`src/rtl/snitch_ssr_addr_gen_nd_if.sv`:
```
// Config and address-stream bundle between the SSR config file, the address generator and the lane mover.
// The master drives config writes and address acceptance; the slave returns read data and the address stream.
interface snitch_ssr_addr_gen_nd_if #(
  parameter int unsigned RptWidth  = 4,
  parameter int unsigned AddrWidth = 32
);
  logic [4:0]           cfg_word_i;
  logic [31:0]          cfg_wdata_i;
  logic                 cfg_write_i;
  logic                 cfg_wready_o;
  logic [31:0]          cfg_rdata_o;
  logic [RptWidth-1:0]  reg_rep_o;
  logic [AddrWidth-1:0] mem_addr_o;
  logic                 mem_write_o;
  logic                 mem_last_o;
  logic                 mem_valid_o;
  logic                 mem_ready_i;
  logic                 job_done_o;
  logic                 busy_o;

  modport master (
    output cfg_word_i, cfg_wdata_i, cfg_write_i, mem_ready_i,
    input  cfg_wready_o, cfg_rdata_o, reg_rep_o, mem_addr_o, mem_write_o,
           mem_last_o, mem_valid_o, job_done_o, busy_o
  );

  modport slave (
    input  cfg_word_i, cfg_wdata_i, cfg_write_i, mem_ready_i,
    output cfg_wready_o, cfg_rdata_o, reg_rep_o, mem_addr_o, mem_write_o,
           mem_last_o, mem_valid_o, job_done_o, busy_o
  );
endinterface

```
`src/rtl/snitch_ssr_addr_gen_nd.sv`:
```
// N-loop affine SSR address generator with a one-deep shadow job and optional ring-buffer wrap window.
// Launch to first valid: 2 edges when idle; mem_ready_i stalls the stream, cfg_wready_o drops while a shadow job is pending.
module snitch_ssr_addr_gen_nd #(
  parameter int unsigned NumLoops     = 4,
  parameter int unsigned PointerWidth = 18,
  parameter int unsigned IndexWidth   = 16,
  parameter int unsigned RptWidth     = 4,
  parameter int unsigned AddrWidth    = 32,
  parameter int unsigned DataWidth    = 64
) (
  input  logic                   clk_i,
  input  logic                   rst_i,
  snitch_ssr_addr_gen_nd_if.slave bus
);
  localparam int unsigned BytecntWidth = $clog2(DataWidth / 8);
  localparam logic [31:0] AlignMask    = ~((32'd1 << BytecntWidth) - 32'd1);

  typedef logic [PointerWidth-1:0] ptr_t;
  typedef logic [IndexWidth-1:0]   idx_t;

  // shadow set, written by config
  ptr_t                 shd_ptr;
  logic                 shd_write;
  logic [2:0]           shd_dims;
  logic [RptWidth-1:0]  shd_rep;
  idx_t                 shd_bound  [NumLoops];
  ptr_t                 shd_stride [NumLoops];
  logic [AddrWidth-1:0] shd_wbase;
  logic [AddrWidth-1:0] shd_wmask;
  logic                 pending;

  // active set, drives the stream
  ptr_t                 act_ptr;
  logic                 act_write;
  logic [2:0]           act_dims;
  logic [RptWidth-1:0]  act_rep;
  idx_t                 act_bound  [NumLoops];
  ptr_t                 act_stride [NumLoops];
  idx_t                 act_index  [NumLoops];
  logic [AddrWidth-1:0] act_wbase;
  logic [AddrWidth-1:0] act_wmask;
  logic                 act_done;

  logic                 job_done_q;
  logic [31:0]          wdata_al;
  logic                 wr_acc;
  logic [2:0]           dims_in;
  logic                 valid;
  logic                 hs;
  logic                 last;
  logic                 load;
  logic [NumLoops-1:0]  loop_last;
  logic [NumLoops-1:0]  loop_en;
  ptr_t                 step;
  logic [31:0]          rdata;
  logic [AddrWidth-1:0] ptr_ext;

  assign wdata_al = bus.cfg_wdata_i & AlignMask;
  assign wr_acc   = bus.cfg_write_i & ~pending;
  assign dims_in  = ({1'b0, bus.cfg_wdata_i[29:27]} >= 4'(NumLoops)) ? 3'(NumLoops - 1)
                                                                     : bus.cfg_wdata_i[29:27];
  assign valid    = ~act_done;
  assign hs       = valid & bus.mem_ready_i;
  assign last     = &loop_last;
  // zero-bubble handoff: the shadow job loads on the final handshake edge of the active one
  assign load     = pending & (act_done | (hs & last));

  always_comb begin
    logic en;
    loop_last = '0;
    loop_en   = '0;
    step      = '0;
    en        = 1'b1;
    for (int i = 0; i < NumLoops; i++) begin
      loop_last[i] = (act_index[i] == act_bound[i]) || (i > int'(act_dims));
      loop_en[i]   = en;
      en           = en & loop_last[i];
      if (loop_en[i]) step = act_stride[i];
    end
  end

  always_ff @(posedge clk_i) begin
    if (rst_i) begin
      shd_ptr    <= '0;
      shd_write  <= 1'b0;
      shd_dims   <= '0;
      shd_rep    <= '0;
      shd_wbase  <= '0;
      shd_wmask  <= '0;
      pending    <= 1'b0;
      act_ptr    <= '0;
      act_write  <= 1'b0;
      act_dims   <= '0;
      act_rep    <= '0;
      act_wbase  <= '0;
      act_wmask  <= '0;
      act_done   <= 1'b1;
      job_done_q <= 1'b0;
      for (int i = 0; i < NumLoops; i++) begin
        shd_bound[i]  <= '0;
        shd_stride[i] <= '0;
        act_bound[i]  <= '0;
        act_stride[i] <= '0;
        act_index[i]  <= '0;
      end
    end else begin
      job_done_q <= hs & last;

      if (wr_acc) begin
        if (bus.cfg_word_i == 5'd0) begin
          shd_ptr   <= PointerWidth'(wdata_al);
          shd_write <= bus.cfg_wdata_i[30];
          shd_dims  <= dims_in;
          pending   <= 1'b1;
        end
        if (bus.cfg_word_i == 5'd1)  shd_rep   <= RptWidth'(bus.cfg_wdata_i);
        if (bus.cfg_word_i == 5'd18) shd_wbase <= AddrWidth'(wdata_al);
        if (bus.cfg_word_i == 5'd19) shd_wmask <= AddrWidth'(wdata_al);
        for (int i = 0; i < NumLoops; i++) begin
          if (bus.cfg_word_i == 5'(2 + i))  shd_bound[i]  <= IndexWidth'(bus.cfg_wdata_i);
          if (bus.cfg_word_i == 5'(10 + i)) shd_stride[i] <= PointerWidth'(wdata_al);
        end
      end

      if (load) begin
        act_ptr   <= shd_ptr;
        act_write <= shd_write;
        act_dims  <= shd_dims;
        act_rep   <= shd_rep;
        act_wbase <= shd_wbase;
        act_wmask <= shd_wmask;
        act_done  <= 1'b0;
        pending   <= 1'b0;
        for (int i = 0; i < NumLoops; i++) begin
          act_bound[i]  <= shd_bound[i];
          act_stride[i] <= shd_stride[i];
          act_index[i]  <= '0;
        end
      end else if (hs) begin
        act_ptr <= act_ptr + step;
        if (last) act_done <= 1'b1;
        for (int i = 0; i < NumLoops; i++) begin
          if (loop_en[i]) act_index[i] <= loop_last[i] ? '0 : act_index[i] + 1'b1;
        end
      end
    end
  end

  always_comb begin
    rdata = '0;
    if (bus.cfg_word_i == 5'd0)  rdata = {act_done, act_write, act_dims, 27'(act_ptr)};
    if (bus.cfg_word_i == 5'd1)  rdata = 32'(act_rep);
    if (bus.cfg_word_i == 5'd18) rdata = 32'(act_wbase);
    if (bus.cfg_word_i == 5'd19) rdata = 32'(act_wmask);
    for (int i = 0; i < NumLoops; i++) begin
      if (bus.cfg_word_i == 5'(2 + i))  rdata = 32'(act_bound[i]);
      if (bus.cfg_word_i == 5'(10 + i)) rdata = 32'(act_stride[i]);
    end
  end

  assign ptr_ext = AddrWidth'(act_ptr);

  assign bus.cfg_wready_o = ~pending;
  assign bus.cfg_rdata_o  = rdata;
  assign bus.reg_rep_o    = act_rep;
  assign bus.mem_addr_o   = (act_wmask != '0) ? ((act_wbase & ~act_wmask) | (ptr_ext & act_wmask))
                                              : ptr_ext;
  assign bus.mem_write_o  = act_write;
  assign bus.mem_last_o   = last;
  assign bus.mem_valid_o  = valid;
  assign bus.job_done_o   = job_done_q;
  assign bus.busy_o       = ~act_done | pending;
endmodule
```
`src/flat_wrapper.sv`:
```
// flat-port wrapper written by rule: the top's interface ports become plain ports
module snitch_ssr_addr_gen_nd_flat 
#(
  parameter int unsigned NumLoops     = 4,
  parameter int unsigned PointerWidth = 18,
  parameter int unsigned IndexWidth   = 16,
  parameter int unsigned RptWidth     = 4,
  parameter int unsigned AddrWidth    = 32,
  parameter int unsigned DataWidth    = 64
)
  (clk_i, rst_i, bus_cfg_word_i, bus_cfg_wdata_i, bus_cfg_write_i, bus_mem_ready_i, bus_cfg_wready_o, bus_cfg_rdata_o, bus_reg_rep_o, bus_mem_addr_o, bus_mem_write_o, bus_mem_last_o, bus_mem_valid_o, bus_job_done_o, bus_busy_o);
  snitch_ssr_addr_gen_nd_if #(.RptWidth(RptWidth), .AddrWidth(AddrWidth)) bus_i ();
  input  logic clk_i;
  input  logic rst_i;
  input wire logic [$bits(bus_i.cfg_word_i)-1:0] bus_cfg_word_i;
  input wire logic [$bits(bus_i.cfg_wdata_i)-1:0] bus_cfg_wdata_i;
  input wire logic [$bits(bus_i.cfg_write_i)-1:0] bus_cfg_write_i;
  input wire logic [$bits(bus_i.mem_ready_i)-1:0] bus_mem_ready_i;
  output wire logic [$bits(bus_i.cfg_wready_o)-1:0] bus_cfg_wready_o;
  output wire logic [$bits(bus_i.cfg_rdata_o)-1:0] bus_cfg_rdata_o;
  output wire logic [$bits(bus_i.reg_rep_o)-1:0] bus_reg_rep_o;
  output wire logic [$bits(bus_i.mem_addr_o)-1:0] bus_mem_addr_o;
  output wire logic [$bits(bus_i.mem_write_o)-1:0] bus_mem_write_o;
  output wire logic [$bits(bus_i.mem_last_o)-1:0] bus_mem_last_o;
  output wire logic [$bits(bus_i.mem_valid_o)-1:0] bus_mem_valid_o;
  output wire logic [$bits(bus_i.job_done_o)-1:0] bus_job_done_o;
  output wire logic [$bits(bus_i.busy_o)-1:0] bus_busy_o;
  assign bus_i.cfg_word_i = bus_cfg_word_i;
  assign bus_i.cfg_wdata_i = bus_cfg_wdata_i;
  assign bus_i.cfg_write_i = bus_cfg_write_i;
  assign bus_i.mem_ready_i = bus_mem_ready_i;
  assign bus_cfg_wready_o = bus_i.cfg_wready_o;
  assign bus_cfg_rdata_o = bus_i.cfg_rdata_o;
  assign bus_reg_rep_o = bus_i.reg_rep_o;
  assign bus_mem_addr_o = bus_i.mem_addr_o;
  assign bus_mem_write_o = bus_i.mem_write_o;
  assign bus_mem_last_o = bus_i.mem_last_o;
  assign bus_mem_valid_o = bus_i.mem_valid_o;
  assign bus_job_done_o = bus_i.job_done_o;
  assign bus_busy_o = bus_i.busy_o;
  snitch_ssr_addr_gen_nd #(.NumLoops(NumLoops), .PointerWidth(PointerWidth), .IndexWidth(IndexWidth), .RptWidth(RptWidth), .AddrWidth(AddrWidth), .DataWidth(DataWidth)) u_core (.clk_i(clk_i), .rst_i(rst_i), .bus(bus_i));
endmodule
```
`config.mk`:
```
export PLATFORM = sky130hd
export DESIGN_NAME = snitch_ssr_addr_gen_nd_flat
export DESIGN_NICKNAME = d
export VERILOG_FILES = /design/src/rtl/snitch_ssr_addr_gen_nd_if.sv /design/src/rtl/snitch_ssr_addr_gen_nd.sv /design/src/flat_wrapper.sv
export SDC_FILE = /design/constraint.sdc
export NUM_CORES = 1
export LEC_CHECK = 0
export ABC_AREA = 1
export CAP_MARGIN = 0
export CORE_ASPECT_RATIO = 1.4
export CORE_MARGIN = 5
export CORE_UTILIZATION = 60
export DETAILED_ROUTE_END_ITERATION = 10
export GPL_ROUTABILITY_DRIVEN = 0
export GPL_TIMING_DRIVEN = 0
export PLACE_DENSITY_LB_ADDON = 0.1
export RECOVER_POWER = 50
export SLEW_MARGIN = 0
export SYNTH_ARGS = -nofsm -noshare
export SYNTH_HDL_FRONTEND = slang
export SYNTH_SLANG_ARGS = --single-unit
```
`constraint.sdc`:
```
create_clock -name clk_i -period 3.84 [get_ports clk_i]
set_input_delay 0.768 -clock clk_i [delete_from_list [all_inputs] [get_ports clk_i]]
set_output_delay 0.768 -clock clk_i [all_outputs]
set_load 0.03 [all_outputs]
```
After elaboration in Yosys (flattened, before gate mapping) --
Memories as Yosys holds them, arrays and structs flattened. Index checks and enable logic that the tools add are counted.
Word-level totals: bits in registers 168, bits in writable memories 324, bits of input ports 41, memories kept 5
Cells by class: $add $sub $neg 5, order comparisons 4, eq/ne operators 15, multiplexer cells 106, bitwise operators 38, reduce and logical (&&, ||, !) cells 14
Memory list:
- u_core.act_stride | depth 4, width 18, read ports 4, clocked after Yosys merged registers in 0, write ports 4, RTL line snitch_ssr_addr_gen_nd.sv:38 | ptr_t act_stride [NumLoops];
- u_core.act_bound | depth 4, width 16, read ports 4, clocked after Yosys merged registers in 0, write ports 4, RTL line snitch_ssr_addr_gen_nd.sv:37 | idx_t act_bound [NumLoops];
- u_core.act_index | depth 4, width 16, read ports 4, clocked after Yosys merged registers in 0, write ports 4, RTL line snitch_ssr_addr_gen_nd.sv:39 | idx_t act_index [NumLoops];
- u_core.shd_bound | depth 4, width 16, read ports 4, clocked after Yosys merged registers in 0, write ports 4, RTL line snitch_ssr_addr_gen_nd.sv:26 | idx_t shd_bound [NumLoops];
- u_core.shd_stride | depth 4, width 15, read ports 4, clocked after Yosys merged registers in 0, write ports 4, RTL line snitch_ssr_addr_gen_nd.sv:27 | ptr_t shd_stride [NumLoops];
Operator list (count):
- two-way mux 32 bit | 13
- two-way mux 16 bit | 20
- two-way mux 18 bit | 9
- adder 16 x 1 -> 16 bit (second input constant) | 4
- == test 16 bit | 4
- two-way mux 15 bit | 4
- two-way mux 1 bit | 59
- bitwise AND 18 x 32 -> 32 bit | 1
- bitwise AND 32 bit | 1
- inverter 32 bit | 1
- bitwise OR 32 bit | 1
- nonzero test 32 bit | 1
- bitwise OR 1 bit | 26
- == test 5 x 4 -> 1 bit (second input constant) | 4
- adder 18 bit | 1
- == test 5 x 2 -> 1 bit (second input constant) | 2
- == test 5 x 3 -> 1 bit (second input constant) | 2
- == test 5 bit (second input constant) | 2
- AND reduction 2 bit | 5
- bitwise AND 1 bit | 6
- > comparator 2 x 3 -> 1 bit (first input constant) | 2
- == test 5 x 1 -> 1 bit (second input constant) | 1
- zero test 5 bit | 1
- AND reduction 4 bit | 1
- other kinds (7) | 11

Longest topological paths before layout --
depth after elaboration 13, gate-level depth with buffers 27, gate-level depth less buffers 25

Worst setup path before layout --
OpenSTA, ideal clock, no wires.
path kind flip-flop to flip-flop, from mem u_core.act_index[0][11] (netlist bit), to reg u_core.act_ptr[12], data arrival time 3.468 ns, path slack 0.301 ns, cell stages (with the launch flop) 27, cell sequence edfxtp_1 > inv_2 > nand2_1 > nand2_1 > nor2_1 > and2_1 > nand2_1 > nor2_4 > nand2_2 > clkbuf_1 > clkbuf_1 > nor3_1 > a221oi_1 > ha_1 > nand3_1 > nand2_1 > a21boi_0 > o21ai_0 > nand2_1 > nand2_1 > nand2_1 > nand2_1 > nand2_1 > inv_1 > o21ai_0 > o211ai_1 > a21oi_1
RTL lines:
- from (decl) | RTL line snitch_ssr_addr_gen_nd.sv:39
- to (signal assigned) | RTL line snitch_ssr_addr_gen_nd.sv:126 | act_ptr <= shd_ptr;
- to (signal assigned) | RTL line snitch_ssr_addr_gen_nd.sv:140 | act_ptr <= act_ptr + step;
- to (decl) | RTL line snitch_ssr_addr_gen_nd.sv:33 | ptr_t act_ptr;

Worst setup path after layout --
from in bus_cfg_word_i[0], to out bus_cfg_rdata_o[11]
Between the ends: cells in the longest elaborated chain, start to end 13, elaborated cells between the ends (all ways) 24, classes of those cells eq/ne: 11; mux: 12; reduce/logical: 1
Ends and longest elaborated chain:
- from (decl) | RTL line flat_wrapper.sv:15 | input wire logic [$bits(bus_i.cfg_word_i)-1:0] bus_cfg_word_i;
- zero test 5 bit | RTL line snitch_ssr_addr_gen_nd.sv:151 | if (bus.cfg_word_i == 5'd0) rdata = {act_done, act_write, act_dims, 27'(act_ptr)};
- two-way mux 32 bit | RTL line snitch_ssr_addr_gen_nd.sv:151
- two-way mux 32 bit | RTL line snitch_ssr_addr_gen_nd.sv:152 | if (bus.cfg_word_i == 5'd1) rdata = 32'(act_rep);
- two-way mux 32 bit | RTL line snitch_ssr_addr_gen_nd.sv:153 | if (bus.cfg_word_i == 5'd18) rdata = 32'(act_wbase);
- two-way mux 32 bit | RTL line snitch_ssr_addr_gen_nd.sv:154 | if (bus.cfg_word_i == 5'd19) rdata = 32'(act_wmask);
- two-way mux 32 bit | RTL line snitch_ssr_addr_gen_nd.sv:156 | if (bus.cfg_word_i == 5'(2 + i)) rdata = 32'(act_bound[i]);
- two-way mux 32 bit | RTL line snitch_ssr_addr_gen_nd.sv:157 | if (bus.cfg_word_i == 5'(10 + i)) rdata = 32'(act_stride[i]);
- two-way mux 32 bit | RTL line snitch_ssr_addr_gen_nd.sv:156
- two-way mux 32 bit | RTL line snitch_ssr_addr_gen_nd.sv:157
- two-way mux 32 bit | RTL line snitch_ssr_addr_gen_nd.sv:156
- two-way mux 32 bit | RTL line snitch_ssr_addr_gen_nd.sv:157
- two-way mux 32 bit | RTL line snitch_ssr_addr_gen_nd.sv:156
- two-way mux 32 bit (*) | RTL line snitch_ssr_addr_gen_nd.sv:157
- to (decl) | RTL line flat_wrapper.sv:20 | output wire logic [$bits(bus_i.cfg_rdata_o)-1:0] bus_cfg_rdata_o;
Every way passes the cells marked *; elsewhere a longest branch is shown, timed or not.

==> impl_metrics.csv <==
group,metric,value,unit
route,detail-route-antenna-nets,0,
die,start_util,60.6,%
place,placed_area,24000,µm²
power_and_ir_drop,irDropWorstVdd,0.346,mV
route,drt_iter0_drc,2426,
cts,clock_latency,0.57,ns
critical_path,startpoint_type,"primary input",
cts,ctsHoldBuffers,0,
finish,diodes,0,
critical_path,worstSetupPathType,"primary input to primary output",
critical_path,critPathMaxStageDelay,0.40,ns
route,drc,0,
yosys,syn_area,22200,µm²
power_and_ir_drop,p_per_area,407,nW/µm²
sta,fin_crit,3.84,ns
yosys,synth.avg_cell_area,8.62,µm²
power_and_ir_drop,power,10.7,mW
finish,register_area,12500,µm²
critical_path,worstPathRequired,3.07,ns
cts,cts_buffer_depth,3,
yosys,synthArstFlopShare,0,%
place,dp_hpwl,50.6,mm
cts,cts_made_buffers,45,
sta,finalSetupViolCount,0,
die,ioPinCount,115,
finish,utilization,72.1,%
route,post_drt_wl_per_cell,21.6,µm
run_status,status,"completed",
yosys,ys_warn_count,0,
cts,clkSlewWorstSetupHoldPaths,0.06,ns
yosys,ys.flop_type,"edfxtp_1",
route,totalWireLength,70.6,mm
grt,grt_overflow,0,
finish,syn_to_final_growth,18.8,%
die,rows,83,
cts,clockRootBuffer,"clkbuf_16",
sta,finalClockSkew,0.0143,ns
die,core-area,36700,µm²
grt,antenna_found_initial,1,
finish,nets,2830,
die,fp.dieArea,41000,µm²
yosys,ys_seq_elements,477,
sta,slew_headroom,6.60,%
min_path,holdCritPathClass,"flip-flop to flip-flop",
finish,final_area,26400,µm²
finish,layout-drive-gt1-share,10.2,%
grt,grt_pass1_vias,18055,
critical_path,endpoint_kind,"primary output",
sta,hold_viol,0,
sta,final_max_slew_viol_count,0,
finish,fillers,2762,
yosys,syn_inst,2579,
route,vias,19134,
critical_path,crit_chain,"clkdlybuf4s15_1 -> inv_2 -> nand3_4 -> clkinvlp_4 -> clkbuf_16 -> a221oi_4 -> o2111ai_4 -> a211oi_1 -> o2111ai_2 -> clkdlybuf4s15_2",
power_and_ir_drop,p_leak,10.6,nW
job,max_cap_violations,0,
critical_path,crit_path_top_delay_cell,"a221oi_4",
cts,cts-htree-levels,2,
yosys,ys_seq_area_share,56.3,%
finish,multi_input_area,8320,µm²
sta,fin_setup_tns,0,ns
route,firstDrtPassIters,9,
grt,grt_pass1_wl,104,mm
sta,holdWs,0.446,ns
sta,worst_pin_slew,1.40,ns
critical_path,critPathMaxFanout,10,
sta,rsz0062_at_grt,"yes",
sta,fmax,261,MHz
sta,period_share,99.9,%
cts,tritoncts,"yes",
die,die_height,238,µm
place,io_buffers,111,
cts,cts.sinks,477,
yosys,yosysUniqueCellTypes,49,
route,viasPerCell,5.85,
critical_path,cp.arrival,3.07,ns
yosys,synth_edf_count,296,
grt,grt_use_total,33.0,%
grt,grt_start_max_net_pins,72,
die,fp.dieW,173,µm
-- layout by cell type, fill, tap and decap left out, drive strengths merged, types with 2 or more instances in the layout --
| cell type | synthesis | final |
|---|---|---|
| a211oi | 5 | 5 |
| a21oi | 151 | 151 |
| a221oi | 22 | 22 |
| a311oi | 7 | 7 |
| a31oi | 21 | 21 |
| buf | 40 | 78 |
| bufinv | 0 | 3 |
| clkbuf | 77 | 139 |
| clkdlybuf4s15 | 0 | 7 |
| clkdlybuf4s50 | 0 | 54 |
| clkinv | 4 | 18 |
| clkinvlp | 0 | 7 |
| conb | 1 | 3 |
| dfxtp | 181 | 181 |
| dlygate4sd2 | 0 | 22 |
| dlygate4sd3 | 0 | 11 |
| dlymetal6s2s | 0 | 6 |
| edfxtp | 296 | 296 |
| ha | 19 | 19 |
| inv | 408 | 407 |
| nand2 | 429 | 429 |
| nand3 | 77 | 77 |
| nand4 | 19 | 19 |
| nor2 | 445 | 445 |
| nor3 | 51 | 51 |
| nor3b | 5 | 5 |
| nor4 | 6 | 6 |
| o2111ai | 16 | 16 |
| o211ai | 14 | 14 |
| o21ai | 186 | 186 |
| o221ai | 8 | 8 |
| o22ai | 28 | 28 |
| or2 | 2 | 2 |
| xnor2 | 11 | 11 |
| xor2 | 40 | 40 |
-- registers in the layout (all words and copies together) (netlist names) --
name / cells
u_core.act_ptr: 15
u_core.act_bound: 64
u_core.act_dims: 3
u_core.pending: 1
u_core.bus.reg_rep_o: 4
u_core.shd_stride: 60
u_core.shd_write: 1
u_core.shd_wbase: 29
u_core.act_done: 1
u_core.shd_wmask: 29
u_core.shd_bound: 64
u_core.shd_rep: 4
u_core.act_stride: 60
u_core.act_wmask: 29
u_core.bus.job_done_o: 1
u_core.shd_dims: 3
u_core.shd_ptr: 15
u_core.act_wbase: 29
u_core.bus.mem_write_o: 1
u_core.act_index: 64
-- where the power goes --
part           internal, mW  switching [mW]  leakage, nW
combinational         0.199           0.478         5.42
clock                  2.48            1.92        0.687
sequential             5.57          0.0968         4.51
-- metal layers --
layer | wire length, µm | global-route usage [%]
met1 | 24500 | 40.0
met2 | 32500 | 54.5
met3 | 7480 | 6.24
met4 | 6190 | 21.3
met5 | 18 | 0
-- worst max-delay path, delay by kind of cell --
kind | cells | cell delay [ns]
AO/OA/AOI/OAI | 4 | 1.12
buffers and inverters | 5 | 1.08
AND/OR/NAND/NOR | 1 | 0.10
-- synthesized netlist by cell type (22+ instances only) --
| library cell | number | area (µm²) |
|---|---|---|
| a21oi_1 | 150 | 751 |
| a221oi_1 | 22 | 193 |
| clkbuf_1 | 77 | 289 |
| dfxtp_1 | 181 | 3620 |
| edfxtp_1 | 296 | 8890 |
| inv_1 | 397 | 1490 |
| nand2_1 | 422 | 1580 |
| nand3_1 | 77 | 385 |
| nor2_1 | 440 | 1650 |
| nor3_1 | 51 | 255 |
| o21ai_0 | 181 | 906 |
| o22ai_1 | 28 | 175 |
| xor2_1 | 40 | 350 |
-- final timing paths --
kind                            slack [ns]                     from  depth (start not counted)              endpoint
worst max-delay path                 0.002        bus_cfg_word_i[0]                         10   bus_cfg_rdata_o[11]
worst min-delay path                  0.45     u_core.shd_wbase[18]                          2  u_core.act_wbase[18]
worst max register to register        0.14  u_core.act_bound[0][11]                         22    u_core.act_ptr[16]
worst min register to register        0.45     u_core.shd_wbase[18]                          2  u_core.act_wbase[18]
-- layout make-up --
| type | count | share of cell area (%) |
|---|---|---|
| plain buffers | 117 | 2.60 |
| clock buffers | 59 | 4.70 |
| repair buffers | 141 | 4.98 |
| inverters | 412 | 5.92 |
| clock inverters | 23 | 0.744 |
| multi-input cells | 1575 | 31.5 |
| well taps | 467 | 2.21 |
| flip-flops and latches | 477 | 47.4 |
-- repair_timing --
action / 4_1_cts / 5_1_grt
setup buffers: 6 / 16
gates resized for setup: 193 / 99
gates cloned: 0 / 0
endpoints found under the setup margin: 67 / 116
pin swaps: 11 / 11
-- logic make-up after synthesis --
logic type / count (synthesis) / share of synthesized area, %
adders and majority gates: 20 / 1.16
and+or+nand+nor: 1037 / 18.9
muxes: 1 / 0.0450
buffers and inverters: 529 / 9.60
other: 1 / 0.0169
DFF: 477 / 56.3
xor gates and xnor gates: 51 / 2.01
AOI/OAI and AO/OA: 463 / 12.0
-- through the flow --
step                setup slack [ns]  std cells
floorplan                      0.301       2581
global placement               -1.69       3159
finish                       0.00216       3271
detailed placement             -1.68       3167
global route                 -0.0595       3271
CTS                         -0.00532       3255
No activity file was read; power rests on OpenSTA's default activity.
